[src/rtl/hex_scan_driver_if.sv]
// Display-side bundle for hex_scan_driver: capture handshake, data word,
// blanking control and the multiplexed segment/digit outputs.
interface hex_scan_driver_if;
  logic [31:0] hexDisplay;
  logic        update_req;
  logic        update_ack;
  logic        blank_lz;
  logic [6:0]  seg;
  logic [7:0]  an;

  modport master (
    output hexDisplay, update_req, blank_lz,
    input  update_ack, seg, an
  );

  modport slave (
    input  hexDisplay, update_req, blank_lz,
    output update_ack, seg, an
  );
endinterface

[src/rtl/hex_scan_driver.sv]
// Captures a 32-bit word over a 4-phase handshake and scans its eight nibbles
// onto an active-low seven-segment display with optional leading-zero blanking.
module hex_scan_driver #(
  parameter int unsigned REFRESH_DIV = 50000
) (
  input logic              clock,
  input logic              reset,
  hex_scan_driver_if.slave bus
);

  localparam int unsigned CW = $clog2(REFRESH_DIV);

  logic [31:0]   r_data;
  logic          r_ack;
  logic [CW-1:0] r_cnt;
  logic [2:0]    r_idx;
  logic [7:0]    r_an;
  logic [6:0]    r_seg;

  logic [2:0]    w_msd;
  logic [3:0]    w_nib;
  logic          w_blank;
  logic          w_wrap;

  function automatic logic [6:0] decode(input logic [3:0] n);
    logic [6:0] s;
    case (n)
      4'h0: s = 7'h40;  4'h1: s = 7'h79;  4'h2: s = 7'h24;  4'h3: s = 7'h30;
      4'h4: s = 7'h19;  4'h5: s = 7'h12;  4'h6: s = 7'h02;  4'h7: s = 7'h78;
      4'h8: s = 7'h00;  4'h9: s = 7'h10;  4'hA: s = 7'h08;  4'hB: s = 7'h03;
      4'hC: s = 7'h46;  4'hD: s = 7'h21;  4'hE: s = 7'h06;  default: s = 7'h0E;
    endcase
    return s;
  endfunction

  // Index of the most significant non-zero nibble; 0 when the word is zero.
  always_comb begin
    w_msd = '0;
    for (int unsigned k = 0; k < 8; k++) begin
      if (r_data[4*k +: 4] != 4'h0) w_msd = 3'(k);
    end
  end

  assign w_nib   = r_data[{r_idx, 2'b00} +: 4];
  assign w_blank = bus.blank_lz && (r_idx > w_msd);
  assign w_wrap  = (r_cnt == CW'(REFRESH_DIV - 1));

  always_ff @(posedge clock) begin
    if (reset) begin
      r_data <= '0;
      r_ack  <= 1'b0;
    end else if (bus.update_req && !r_ack) begin
      r_data <= bus.hexDisplay;
      r_ack  <= 1'b1;
    end else if (!bus.update_req && r_ack) begin
      r_ack  <= 1'b0;
    end
  end

  always_ff @(posedge clock) begin
    if (reset) begin
      r_cnt <= '0;
      r_idx <= '0;
    end else if (w_wrap) begin
      r_cnt <= '0;
      r_idx <= r_idx + 3'd1;
    end else begin
      r_cnt <= r_cnt + 1'b1;
    end
  end

  // Output register lags the digit index by one edge; dwell per digit is unchanged.
  always_ff @(posedge clock) begin
    if (reset) begin
      r_an  <= '1;
      r_seg <= '1;
    end else begin
      r_an  <= ~(8'b1 << r_idx);
      r_seg <= w_blank ? 7'h7F : decode(w_nib);
    end
  end

  assign bus.update_ack = r_ack;
  assign bus.an         = r_an;
  assign bus.seg        = r_seg;

endmodule

[src/flat_wrapper.sv]
// flat-port wrapper written by rule: the top's interface ports become plain ports
module hex_scan_driver_flat 
#(
  parameter int unsigned REFRESH_DIV = 50000
)
  (clock, reset, bus_hexDisplay, bus_update_req, bus_blank_lz, bus_update_ack, bus_seg, bus_an);
  hex_scan_driver_if bus_i ();
  input logic clock;
  input logic reset;
  input wire logic [$bits(bus_i.hexDisplay)-1:0] bus_hexDisplay;
  input wire logic [$bits(bus_i.update_req)-1:0] bus_update_req;
  input wire logic [$bits(bus_i.blank_lz)-1:0] bus_blank_lz;
  output wire logic [$bits(bus_i.update_ack)-1:0] bus_update_ack;
  output wire logic [$bits(bus_i.seg)-1:0] bus_seg;
  output wire logic [$bits(bus_i.an)-1:0] bus_an;
  assign bus_i.hexDisplay = bus_hexDisplay;
  assign bus_i.update_req = bus_update_req;
  assign bus_i.blank_lz = bus_blank_lz;
  assign bus_update_ack = bus_i.update_ack;
  assign bus_seg = bus_i.seg;
  assign bus_an = bus_i.an;
  hex_scan_driver #(.REFRESH_DIV(REFRESH_DIV)) u_core (.clock(clock), .reset(reset), .bus(bus_i));
endmodule
[config.mk]
export PLATFORM = sky130hd
export DESIGN_NAME = hex_scan_driver_flat
export DESIGN_NICKNAME = d
export VERILOG_FILES = /design/src/rtl/hex_scan_driver_if.sv /design/src/rtl/hex_scan_driver.sv /design/src/flat_wrapper.sv
export SDC_FILE = /design/constraint.sdc
export NUM_CORES = 1
export LEC_CHECK = 0
export ABC_CLOCK_PERIOD_IN_PS = 2560
export BUFFER_PORTS_ARGS = -buffer_cell sky130_fd_sc_hd__buf_2
export CAP_MARGIN = 20
export CORE_ASPECT_RATIO = 1.2
export CORE_UTILIZATION = 40
export DETAILED_ROUTE_END_ITERATION = 10
export HOLD_SLACK_MARGIN = 0.05
export PLACE_DENSITY = 0.59
export SLEW_MARGIN = 20
export SYNTH_ARGS = -nofsm -noshare
export SYNTH_HDL_FRONTEND = slang
export SYNTH_SLANG_ARGS = --single-unit
[constraint.sdc]
create_clock -name clock -period 2.56 [get_ports clock]
set_input_delay 0.512 -clock clock [delete_from_list [all_inputs] [get_ports clock]]
set_output_delay 0.512 -clock clock [all_outputs]
set_load 0.005 [all_outputs]
==> results.yml <==
die:
  start_util_pct: 41.9
  die_h_um: 97.9
  pin_count: 52
  rows: 34
  core_area_mm2: 0.00732
  dieArea_mm2: 0.00802
  die_width_um: 81.9
cells_and_area:
  drive_gt1_share_pct: 24.1
  syn_to_final_growth_pct: 18.5
  fin_area_mm2: 0.00363
  instances_no_fill: 460
  n_antenna_cell: 0
  final_nets: 418
synth:
  ys_top_cells_by_area: "dfxtp_1, mux2i_1, nor2_1, ha_1, mux4_2"
  ys_seq_elements: 67
  synth_warnings: 0
  synth_top_cell_by_area: "dfxtp_1"
  syn_area_mm2: 0.00306
  synthFlopType: "dfxtp_1"
  synthArstFlopShare_pct: 0
  ys_seq_area_share_pct: 43.8
  syn_avg_cell_area_um2: 9.82
  synth.distinct_cells: 40
  synth_edf_count: 0
  synth_top_cell_area_share_pct: 43.8
  synthCells: 312
  syn_nets: 365
sta:
  finalMaxSlewViolations: 0
  hold_viol: 0
  setup_tns_ns: 0
  fin_crit_sh_pct: 91.1
  period_needed_ns: 2.33
  finalSetupViolCount: 0
  max_freq_mhz: 429
  rsz0062_at_grt: "no"
  clock_skew_ns: 0.00638
  worst_pin_slew_ns: 0.564
  relSlewSlack_pct: 62.0
  timing.hold.ws_ns: 0.398
power:
  p_int_w: 0.00164
  clockPowerShare_pct: 35.5
  p_leak_nw: 1.55
  p_switching_w: 0.000558
  combPwrFrac_pct: 12.9
  switching_share_pct: 25.4
  total_power_w: 0.00220
  seqPwrFrac_pct: 51.6
  ir_worst_vdd_v: 0.000345
  power.density_mw_per_mm2: 606
min_path:
  holdPathStages: 3
  hold_class: "primary input to flop"
  worstHoldStart: "bus_hexDisplay[11]"
clock_tree:
  clk_pin_slew_ns: 0.07
  cts_buffers: 9
  cts-root-buf: "clkbuf_8"
  cts_setup_buffers: 0
  insertion_delay_ns: 0.34
  cts_tree: "built"
  htree_levels: 3
  cts.sink_count: 67
  clock_path_buffers: 2
place:
  dpl_cell_area_mm2: 0.00343
  dpl.hpwl_um: 4600
  gp_congestion: 0.819
  placed_cells: 444
  port_buffers: 51
detailed_routing:
  wl_per_cell_um: 13.5
  wl_um: 6230
  dr.pass1.iters: 4
  vias_per_cell: 5.00
  route.vias.total: 2302
  final_antenna_net_count: 0
  drtIter0Drc: 97
  drc_errors: 0
setup_path:
  crit_type: "flop to flop"
  cp-startpoint: "u_core.r_data[20]"
  r2r_start: "u_core.r_data[20]"
  ff2ff_path_depth: 9
  critPathLaunchType: "flop"
  timing.reg2reg.setup_slack_ns: 0.23
  crit_fanout: 4
  required_ns: 2.78
  crit_arrival_ns: 2.55
  endpoint_kind: "flop"
grt:
  grt_usage_pct: 17.6
  grt_max_degree: 35
  grt_overflow: 0
  grt_pass1_wl_um: 10600
  antenna_found_initial: 0
  grt_pass1_vias: 2220
run:
  maxCapViolations: 0
status:
  status: "completed"
cell families after synthesis:
family	count (synthesis)	synth area share, %
simple gates	117	17.5
flops	67	43.8
mux	51	19.2
buf+inv	25	3.51
compound gates	19	4.49
fa+ha+maj	17	6.94
xor+xnor	16	4.57
through the flow:
stage / util (%) / setup WS (ns)
after floorplan: - / 0.395
after global placement: 46.8 / 0.199
after detailed placement: 46.8 / 0.132
after CTS: 49.2 / 0.126
after global routing: 49.6 / 0.0496
final: 49.6 / 0.228
worst max-delay path, stage by stage (launching register included):
cell	delay (ns)
dfxtp_1	0.32
or4_1	0.53
nand2b_1	0.17
nor2_1	0.11
ha_1	0.26
o21ai_0	0.20
a31oi_2	0.07
a21o_1	0.24
nor3_1	0.24
a211oi_2	0.07
power groups by stage:
stage / combinational (W) / sequential (W) / clock, W
after detailed placement: 0.000278 / 0.00116 / 0
after floorplan: 0.000193 / 0.00115 / 0
after global routing: 0.000319 / 0.00114 / 0.000859
after CTS: 0.000278 / 0.00113 / 0.000808
final: 0.000285 / 0.00113 / 0.000781
after global placement: 0.000273 / 0.00116 / 0
Yosys cell counts (2+ instances only):
| cell | count |
|---|---|
| nor3_1 | 3 |
| nand2b_1 | 3 |
| dfxtp_1 | 67 |
| buf_4 | 3 |
| nand4_1 | 2 |
| nor4_1 | 7 |
| or4b_1 | 2 |
| mux2_2 | 3 |
| a211oi_1 | 2 |
| a21oi_1 | 2 |
| clkbuf_1 | 11 |
| mux2i_1 | 42 |
| xor2_1 | 7 |
| and3_1 | 3 |
| buf_2 | 2 |
| mux4_2 | 6 |
| nor2_1 | 60 |
| inv_1 | 9 |
| o21ai_0 | 3 |
| nand2_1 | 19 |
| or4_1 | 2 |
| ha_1 | 17 |
| xnor2_1 | 9 |
| o221ai_1 | 3 |
| nand3_1 | 10 |
path summary, 6_finish.rpt:
path,end
worst max-delay path,u_core.bus.seg[0]
worst min-delay path,u_core.r_data[11]
worst max register to register,u_core.bus.seg[0]
worst min register to register,u_core.r_cnt[0]
metal layers:
metal	vias to the layer above	wire length, um	global-route usage, %
li1	1190	-	-
met2	37	2980	26.4
met3	12	206	4.02
met5	-	0	0
met1	1063	2880	23.0
met4	0	165	9.72
placed cells by master, fill, tap and decap left out, types with 3 or more instances in the layout:
master / instances
xnor2_1: 9
xor2_1: 7
buf_2: 51
and3_1: 3
o221ai_1: 3
nand2b_1: 3
nand3_1: 10
mux2i_1: 42
nor3_1: 3
clkbuf_1: 3
ha_1: 16
clkbuf_8: 11
inv_1: 9
buf_4: 6
mux4_2: 6
mux2_2: 3
dfxtp_1: 67
nand2_1: 19
nor4_1: 6
nor2_1: 60
what timing repair did:
action,in CTS,in global routing
hold buffers,0,0
endpoints found under the setup margin,0,7
endpoints found under the hold margin,0,0
resized for setup,0,7
sequential cells by signal, summed over array words and instances, names as in the netlist:
| signal | count |
|---|---|
| u_core.r_data | 32 |
| u_core.bus.seg | 7 |
| u_core.r_cnt | 16 |
| u_core.r_idx | 3 |
| u_core.bus.update_ack | 1 |
| u_core.bus.an | 8 |
layout make-up:
type                    count  area (um2)
clock buffers              14         163
clock inverters             2        10.0
fillers                   722        3690
inverters                   9        33.8
multi-input cells         220        1650
flip-flops and latches     67        1340
well taps                  90         113
repair buffers             58         320
(Power assumes the default switching activity.)
